## config.mk

```make
export PLATFORM = sky130hd
export DESIGN_NAME = hazard_fwd_unit_flat
export DESIGN_NICKNAME = d
export VERILOG_FILES = /design/src/rtl/hazard_fwd_unit_if.sv /design/src/rtl/hazard_fwd_unit.sv /design/src/flat_wrapper.sv
export SDC_FILE = /design/constraint.sdc
export NUM_CORES = 1
export LEC_CHECK = 0
export ABC_AREA = 1
export CAP_MARGIN = 10
export CORE_UTILIZATION = 39
export CTS_CLUSTER_DIAMETER = 150
export CTS_CLUSTER_SIZE = 14
export DETAILED_ROUTE_END_ITERATION = 6
export MAX_ROUTING_LAYER = met4
export PLACE_DENSITY = 0.85
export REMOVE_ABC_BUFFERS = 1
export SETUP_SLACK_MARGIN = 0.4
export SLEW_MARGIN = 20
export SYNTH_ARGS = -nofsm -noshare
export SYNTH_HDL_FRONTEND = slang
export SYNTH_SLANG_ARGS = --single-unit
```

## constraint.sdc

```tcl
create_clock -name clk -period 2.3 [get_ports clk]
set_input_delay 0.345 -clock clk [delete_from_list [all_inputs] [get_ports clk]]
set_output_delay 0.345 -clock clk [all_outputs]
set_load 0.03 [all_outputs]
```

## src/rtl/hazard_fwd_unit_if.sv

```systemverilog
// Decode/execute-side bundle for hazard_fwd_unit: decode sources, stage results and resolved operands.
interface hazard_fwd_unit_if #(
  parameter int unsigned XLEN  = 32,
  parameter int unsigned RA_W  = 5,
  parameter int unsigned DEPTH = 3
);
  localparam int unsigned SEL_W = $clog2(DEPTH + 1);

  logic                  id_valid;
  logic [RA_W-1:0]       id_rs1;
  logic [RA_W-1:0]       id_rs2;
  logic                  id_use_rs1;
  logic                  id_use_rs2;
  logic [RA_W-1:0]       id_rd;
  logic                  id_rd_we;
  logic                  id_is_load;
  logic                  flush;
  logic [XLEN-1:0]       rf_rs1_v;
  logic [XLEN-1:0]       rf_rs2_v;
  logic [DEPTH*XLEN-1:0] stage_data;
  logic                  stall;
  logic [SEL_W-1:0]      fwd_sel_rs1;
  logic [SEL_W-1:0]      fwd_sel_rs2;
  logic [XLEN-1:0]       rs1_v;
  logic [XLEN-1:0]       rs2_v;
  logic [SEL_W-1:0]      inflight;

  modport master (
    output id_valid, id_rs1, id_rs2, id_use_rs1, id_use_rs2, id_rd, id_rd_we, id_is_load,
    output flush, rf_rs1_v, rf_rs2_v, stage_data,
    input  stall, fwd_sel_rs1, fwd_sel_rs2, rs1_v, rs2_v, inflight
  );

  modport slave (
    input  id_valid, id_rs1, id_rs2, id_use_rs1, id_use_rs2, id_rd, id_rd_we, id_is_load,
    input  flush, rf_rs1_v, rf_rs2_v, stage_data,
    output stall, fwd_sel_rs1, fwd_sel_rs2, rs1_v, rs2_v, inflight
  );
endinterface

```

## src/rtl/hazard_fwd_unit.sv

```systemverilog
// Multi-stage operand forwarding and load-use stall control between decode and execute.
// Optional stall/flush event counters are built when HAZARD_PERF_CNT_EN is defined.
module hazard_fwd_unit #(
  parameter int unsigned XLEN       = 32,
  parameter int unsigned RA_W       = 5,
  parameter int unsigned DEPTH      = 3,
  parameter int unsigned LOAD_STAGE = 1
) (
  input  logic             clk,
  input  logic             reset,
  hazard_fwd_unit_if.slave bus
`ifdef HAZARD_PERF_CNT_EN
  ,
  output logic [31:0]      stall_cnt,
  output logic [31:0]      flush_cnt
`endif
);
  localparam int unsigned SEL_W = $clog2(DEPTH + 1);

  typedef struct packed {
    logic            valid;
    logic [RA_W-1:0] rd;
    logic            we;
    logic            is_load;
  } entry_t;

  entry_t           entry_q [DEPTH];
  entry_t           entry_d [DEPTH];
  logic             stall_c;
  logic [SEL_W-1:0] sel1_c;
  logic [SEL_W-1:0] sel2_c;
  logic             ld1_c;
  logic             ld2_c;
  logic [XLEN-1:0]  v1_c;
  logic [XLEN-1:0]  v2_c;
  logic [SEL_W-1:0] inflight_c;

  // Shift tracker; a stalled or flushed decode slot enters execute as a bubble.
  always_comb begin
    entry_d[0] = '{valid:   bus.id_valid & ~stall_c & ~bus.flush,
                   rd:      bus.id_rd,
                   we:      bus.id_rd_we,
                   is_load: bus.id_is_load};
    for (int k = 1; k < int'(DEPTH); k++) begin
      entry_d[k] = entry_q[k-1];
    end
  end

  always_ff @(posedge clk) begin
    if (!reset) begin
      for (int k = 0; k < int'(DEPTH); k++) begin
        entry_q[k] <= '0;
      end
    end else begin
      for (int k = 0; k < int'(DEPTH); k++) begin
        entry_q[k] <= entry_d[k];
      end
    end
  end

  // Scan oldest to youngest so the youngest matching producer overrides.
  always_comb begin
    sel1_c = '0;
    sel2_c = '0;
    ld1_c  = 1'b0;
    ld2_c  = 1'b0;
    v1_c   = bus.rf_rs1_v;
    v2_c   = bus.rf_rs2_v;
    for (int k = int'(DEPTH) - 1; k >= 0; k--) begin
      if (entry_q[k].valid && entry_q[k].we && entry_q[k].rd == bus.id_rs1 &&
          bus.id_rs1 != '0 && bus.id_use_rs1) begin
        sel1_c = SEL_W'(k + 1);
        ld1_c  = entry_q[k].is_load && (k < int'(LOAD_STAGE));
        v1_c   = bus.stage_data[k*XLEN +: XLEN];
      end
      if (entry_q[k].valid && entry_q[k].we && entry_q[k].rd == bus.id_rs2 &&
          bus.id_rs2 != '0 && bus.id_use_rs2) begin
        sel2_c = SEL_W'(k + 1);
        ld2_c  = entry_q[k].is_load && (k < int'(LOAD_STAGE));
        v2_c   = bus.stage_data[k*XLEN +: XLEN];
      end
    end
  end

  assign stall_c = bus.id_valid & (ld1_c | ld2_c);

  always_comb begin
    inflight_c = '0;
    for (int k = 0; k < int'(DEPTH); k++) begin
      inflight_c = inflight_c + SEL_W'(entry_q[k].valid);
    end
  end

  assign bus.stall       = stall_c;
  assign bus.fwd_sel_rs1 = sel1_c;
  assign bus.fwd_sel_rs2 = sel2_c;
  assign bus.rs1_v       = v1_c;
  assign bus.rs2_v       = v2_c;
  assign bus.inflight    = inflight_c;

`ifdef HAZARD_PERF_CNT_EN
  logic [31:0] stall_cnt_q;
  logic [31:0] stall_cnt_d;
  logic [31:0] flush_cnt_q;
  logic [31:0] flush_cnt_d;

  // Saturating event counters; a stall coinciding with a flush is counted as a flush only.
  always_comb begin
    stall_cnt_d = stall_cnt_q;
    flush_cnt_d = flush_cnt_q;
    if (stall_c && !bus.flush && stall_cnt_q != 32'hFFFF_FFFF) begin
      stall_cnt_d = stall_cnt_q + 32'd1;
    end
    if (bus.flush && flush_cnt_q != 32'hFFFF_FFFF) begin
      flush_cnt_d = flush_cnt_q + 32'd1;
    end
  end

  always_ff @(posedge clk) begin
    if (!reset) begin
      stall_cnt_q <= '0;
      flush_cnt_q <= '0;
    end else begin
      stall_cnt_q <= stall_cnt_d;
      flush_cnt_q <= flush_cnt_d;
    end
  end

  assign stall_cnt = stall_cnt_q;
  assign flush_cnt = flush_cnt_q;
`endif
endmodule

```

## src/flat_wrapper.sv

```systemverilog
// flat-port wrapper written by rule: the top's interface ports become plain ports
module hazard_fwd_unit_flat 
#(
  parameter int unsigned XLEN       = 32,
  parameter int unsigned RA_W       = 5,
  parameter int unsigned DEPTH      = 3,
  parameter int unsigned LOAD_STAGE = 1
)
  (clk, reset, bus_id_valid, bus_id_rs1, bus_id_rs2, bus_id_use_rs1, bus_id_use_rs2, bus_id_rd, bus_id_rd_we, bus_id_is_load, bus_flush, bus_rf_rs1_v, bus_rf_rs2_v, bus_stage_data, bus_stall, bus_fwd_sel_rs1, bus_fwd_sel_rs2, bus_rs1_v, bus_rs2_v, bus_inflight);
  hazard_fwd_unit_if #(.XLEN(XLEN), .RA_W(RA_W), .DEPTH(DEPTH)) bus_i ();
  input  logic clk;
  input  logic reset;
  input wire logic [$bits(bus_i.id_valid)-1:0] bus_id_valid;
  input wire logic [$bits(bus_i.id_rs1)-1:0] bus_id_rs1;
  input wire logic [$bits(bus_i.id_rs2)-1:0] bus_id_rs2;
  input wire logic [$bits(bus_i.id_use_rs1)-1:0] bus_id_use_rs1;
  input wire logic [$bits(bus_i.id_use_rs2)-1:0] bus_id_use_rs2;
  input wire logic [$bits(bus_i.id_rd)-1:0] bus_id_rd;
  input wire logic [$bits(bus_i.id_rd_we)-1:0] bus_id_rd_we;
  input wire logic [$bits(bus_i.id_is_load)-1:0] bus_id_is_load;
  input wire logic [$bits(bus_i.flush)-1:0] bus_flush;
  input wire logic [$bits(bus_i.rf_rs1_v)-1:0] bus_rf_rs1_v;
  input wire logic [$bits(bus_i.rf_rs2_v)-1:0] bus_rf_rs2_v;
  input wire logic [$bits(bus_i.stage_data)-1:0] bus_stage_data;
  output wire logic [$bits(bus_i.stall)-1:0] bus_stall;
  output wire logic [$bits(bus_i.fwd_sel_rs1)-1:0] bus_fwd_sel_rs1;
  output wire logic [$bits(bus_i.fwd_sel_rs2)-1:0] bus_fwd_sel_rs2;
  output wire logic [$bits(bus_i.rs1_v)-1:0] bus_rs1_v;
  output wire logic [$bits(bus_i.rs2_v)-1:0] bus_rs2_v;
  output wire logic [$bits(bus_i.inflight)-1:0] bus_inflight;
  assign bus_i.id_valid = bus_id_valid;
  assign bus_i.id_rs1 = bus_id_rs1;
  assign bus_i.id_rs2 = bus_id_rs2;
  assign bus_i.id_use_rs1 = bus_id_use_rs1;
  assign bus_i.id_use_rs2 = bus_id_use_rs2;
  assign bus_i.id_rd = bus_id_rd;
  assign bus_i.id_rd_we = bus_id_rd_we;
  assign bus_i.id_is_load = bus_id_is_load;
  assign bus_i.flush = bus_flush;
  assign bus_i.rf_rs1_v = bus_rf_rs1_v;
  assign bus_i.rf_rs2_v = bus_rf_rs2_v;
  assign bus_i.stage_data = bus_stage_data;
  assign bus_stall = bus_i.stall;
  assign bus_fwd_sel_rs1 = bus_i.fwd_sel_rs1;
  assign bus_fwd_sel_rs2 = bus_i.fwd_sel_rs2;
  assign bus_rs1_v = bus_i.rs1_v;
  assign bus_rs2_v = bus_i.rs2_v;
  assign bus_inflight = bus_i.inflight;
  hazard_fwd_unit #(.XLEN(XLEN), .RA_W(RA_W), .DEPTH(DEPTH), .LOAD_STAGE(LOAD_STAGE)) u_core (.clk(clk), .reset(reset), .bus(bus_i));
endmodule
```

==> flow_summary.ini <==
[synthesis]
synth_edf_count = 0
ys.flop_type = dfxtp_1
syn_avg_cell_area_sq_um = 5.12
yosys.area.top_type = nand2_1
synth.top_cells.by_count = nand2_1, nand3_1, nor2_1
synth_top_family_by_area = simple AND/OR/NAND/NOR gates
ys_top_cells_by_area = nand2_1, nand3_1, dfxtp_1, nor2_1, inv_1
synth_mux_area_share_pct = 0
async_reset_ff_share_pct = 0
yosys_register_bits = 22
syn-cell-area_sq_um = 4310
seq_area_frac_synth_pct = 10.2
ys_types = 24
netlist.area_leader.share_pct = 21.6
synth_simple_gate_area_share_pct = 67.3
synth_most_common_cell = nand2_1
synth_xor_area_share_pct = 2.24
yosys_warnings = 0
synth_fa_ha_area_share_pct = 0.464
synthCells = 842
synth_compound_area_share_pct = 1.28

[worst_setup_path]
worstRegToRegCells = 7
r2r_start = u_core.entry_q[0][4]
critPathLaunchType = flop
endpoint_kind = output pin
rrSetupSlack_ns = 0.81
critPathArrivalTime_ns = 2.02
path_cells = nand2_2 > a21oi_2 > nand2_1 > nor2_2 > nand2_2 > buf_12 > buf_12 > nand3_1 > nand2_1 > nor2_4 > nor2_1 > buf_4
cp.required_ns = 1.96
critPathMaxStageDelay_ns = 0.37
critical_path.endpoint = bus_rs1_v[7]
crit_type = flop to output pin
reg2reg_to = u_core.entry_q[0][7]
startpoint = u_core.entry_q[0][23]
cp_slowest_cell = dfxtp_2
cp_max_fo = 7

[sta]
fin_crit_ns = 2.37
skew_ns = 0.00429
layout_setup_ws_ns = -0.0663
tightest_slew_ns = 0.472
post-route-period-util_pct = 103
rsz0062_at_grt = yes
fmax_mhz = 423
finalHoldViolCount = 0
slew_headroom_pct = 68.4
slew_viol_final = 0
setup_viol = 14

[global_routing]
grt-ovfl-total = 0
grt_pass1_vias = 5959
grt_use_total_pct = 34.2
antenna_found_initial = 0
grt_max_degree = 33
grt_pass1_wl_um = 30200

[route]
drtIter0Drc = 618
vias = 6859
ant_nets = 0
highest_layer = met4
wl_met2_um = 10500
met1_length_um = 8330
drc = 0
routed_wl_um = 22100
routedWlPerCell_um = 17.2
drt_first_pass_iters = 6
met3_length_um = 2210
vias_per_cell = 5.34

[die]
ios = 254
start_util_pct = 39.9
die_h_um = 107
rows = 38
dieArea_sq_um = 11500
die_w_um = 107
core_sq_um = 10800

[power]
power_leakage_nw = 4.52
power_frac_seq_pct = 25.9
clkPwrFrac_pct = 14.6
power_density_nw_per_um2 = 187
p_comb_share_pct = 59.6
switching_share_pct = 36.3
vdd_drop_max_uv = 452
power.internal_w = 0.00102
p_switching_w = 0.000581

[place]
hpwl_um = 14100
port_buffers = 253
place_inst = 1230
placed_area_sq_um = 7040
place_congestion = 1.00

[hold_path]
hp-class = flop to flop
hold_start = u_core.entry_q[0][0]

[clocking]
clockBufferDepth = 2
h-tree-depth = 1
clock_sinks = 22
cts_buffers = 3
cts_tree = yes
clk_pin_slew_ns = 0.08
root_buffer = clkbuf_8
ctsHoldBuffers = 0
clk_latency_ns = 0.26

[final_layout]
largest-register = u_core.entry_q
areaGrowthSynthToFinish_pct = 98.6
largest_register_ffs = 22
reg_top3 = u_core.entry_q: 22 flops
drive_above_1_share_pct = 32.7
final_util_pct = 79.3
nNetsFinal = 1330
final_cell_area_sq_um = 8560
antenna_cells = 0
instances_no_fill = 1284

[status]
violations = negative setup slack
status = finished with violations

[run]
drv_cap = 0
worst max-delay path: cells and delay by family (launching register included):
family,cells,cell delay (ns)
buffers and inverters,3,0.46
AND/OR/NAND/NOR,8,0.82
AO/OA/AOI/OAI,1,0.11
flip-flops,1,0.37
cell families after synthesis:
logic type	count (synthesis)
buffers and inverters	173
AO/OA/AOI/OAI	10
AND/OR/NAND/NOR	625
adder cells (fa/ha/maj)	1
flip-flops	22
XOR/XNOR	11
routing by layer:
metal  GRT usage [%]  vias up
li1                -     3227
met1            41.5     3062
met2            56.6      457
met3            6.20      113
met4            12.1        0
met5               -        -
layout make-up:
| type | instances | area [sq um] |
|---|---|---|
| Timing Repair Buffer | 350 | 3950 |
| Multi-Input combinational cell | 647 | 3470 |
| Fill cell | 762 | 2230 |
| Sequential cell | 22 | 473 |
| Inverter | 122 | 460 |
| Tap cell | 140 | 175 |
| Clock buffer | 3 | 41.3 |
how the worst min path moves through the flow:
stage,end,slack [ns],cells after the start
after CTS,u_core.entry_q[0][7],0.43,1
final,u_core.entry_q[0][7],0.42,1
after detailed placement,u_core.entry_q[0][17],0.43,2
after floorplan,u_core.entry_q[0][7],0.41,1
after global placement,u_core.entry_q[0][9],0.41,2
after global routing,u_core.entry_q[0][7],0.45,1
power by group through the flow:
| stage | clock network [W] | logic (W) | registers [W] |
|---|---|---|---|
| 2_1_floorplan | 0 | 0.000324 | 0.000416 |
| 3_3_place_gp | 0 | 0.000838 | 0.000419 |
| 3_5_place_dp | 0 | 0.000844 | 0.000419 |
| 4_1_cts | 0.000234 | 0.000893 | 0.000413 |
| 5_1_grt | 0.000261 | 0.00101 | 0.000416 |
| 6_report | 0.000233 | 0.000952 | 0.000414 |
placed cells by master (no fill, tap or decap), drive strengths merged, types with 4 or more instances in the layout:
cell           synthesis  layout
nand2                251     251
nand3                215     215
clkdlybuf4s50          0     170
buf                   44     167
nor2                 122     122
inv                  116     116
or2                   32      32
dfxtp                 22      22
clkbuf                 7      12
xnor2                 11      11
a21oi                  7       7
clkinv                 6       6
nand4                  4       4
repair_timing:
| action | 4_1_cts | 5_1_grt |
|---|---|---|
| cloned | 10 | 8 |
| setup endpoints to repair | 71 | 71 |
| pin swaps | 48 | 34 |
| gates resized for setup | 166 | 97 |
| endpoints found under the hold margin | 0 | 0 |
| setup buffers | 20 | 13 |
through the flow:
stage          hold slack (ns)  worst slack (ns)  power [W]  setup TNS (ns)
5_1_grt                  0.445            -0.188    0.00169           -5.12
3_5_place_dp             0.428            -0.368    0.00126          -18.59
4_1_cts                  0.432           0.00504    0.00154               0
6_report                 0.423           -0.0663    0.00160          -0.321
3_3_place_gp             0.411            -0.353    0.00126          -17.39
2_1_floorplan            0.407            -0.896   0.000739          -35.34
(Power assumes the default switching activity.)
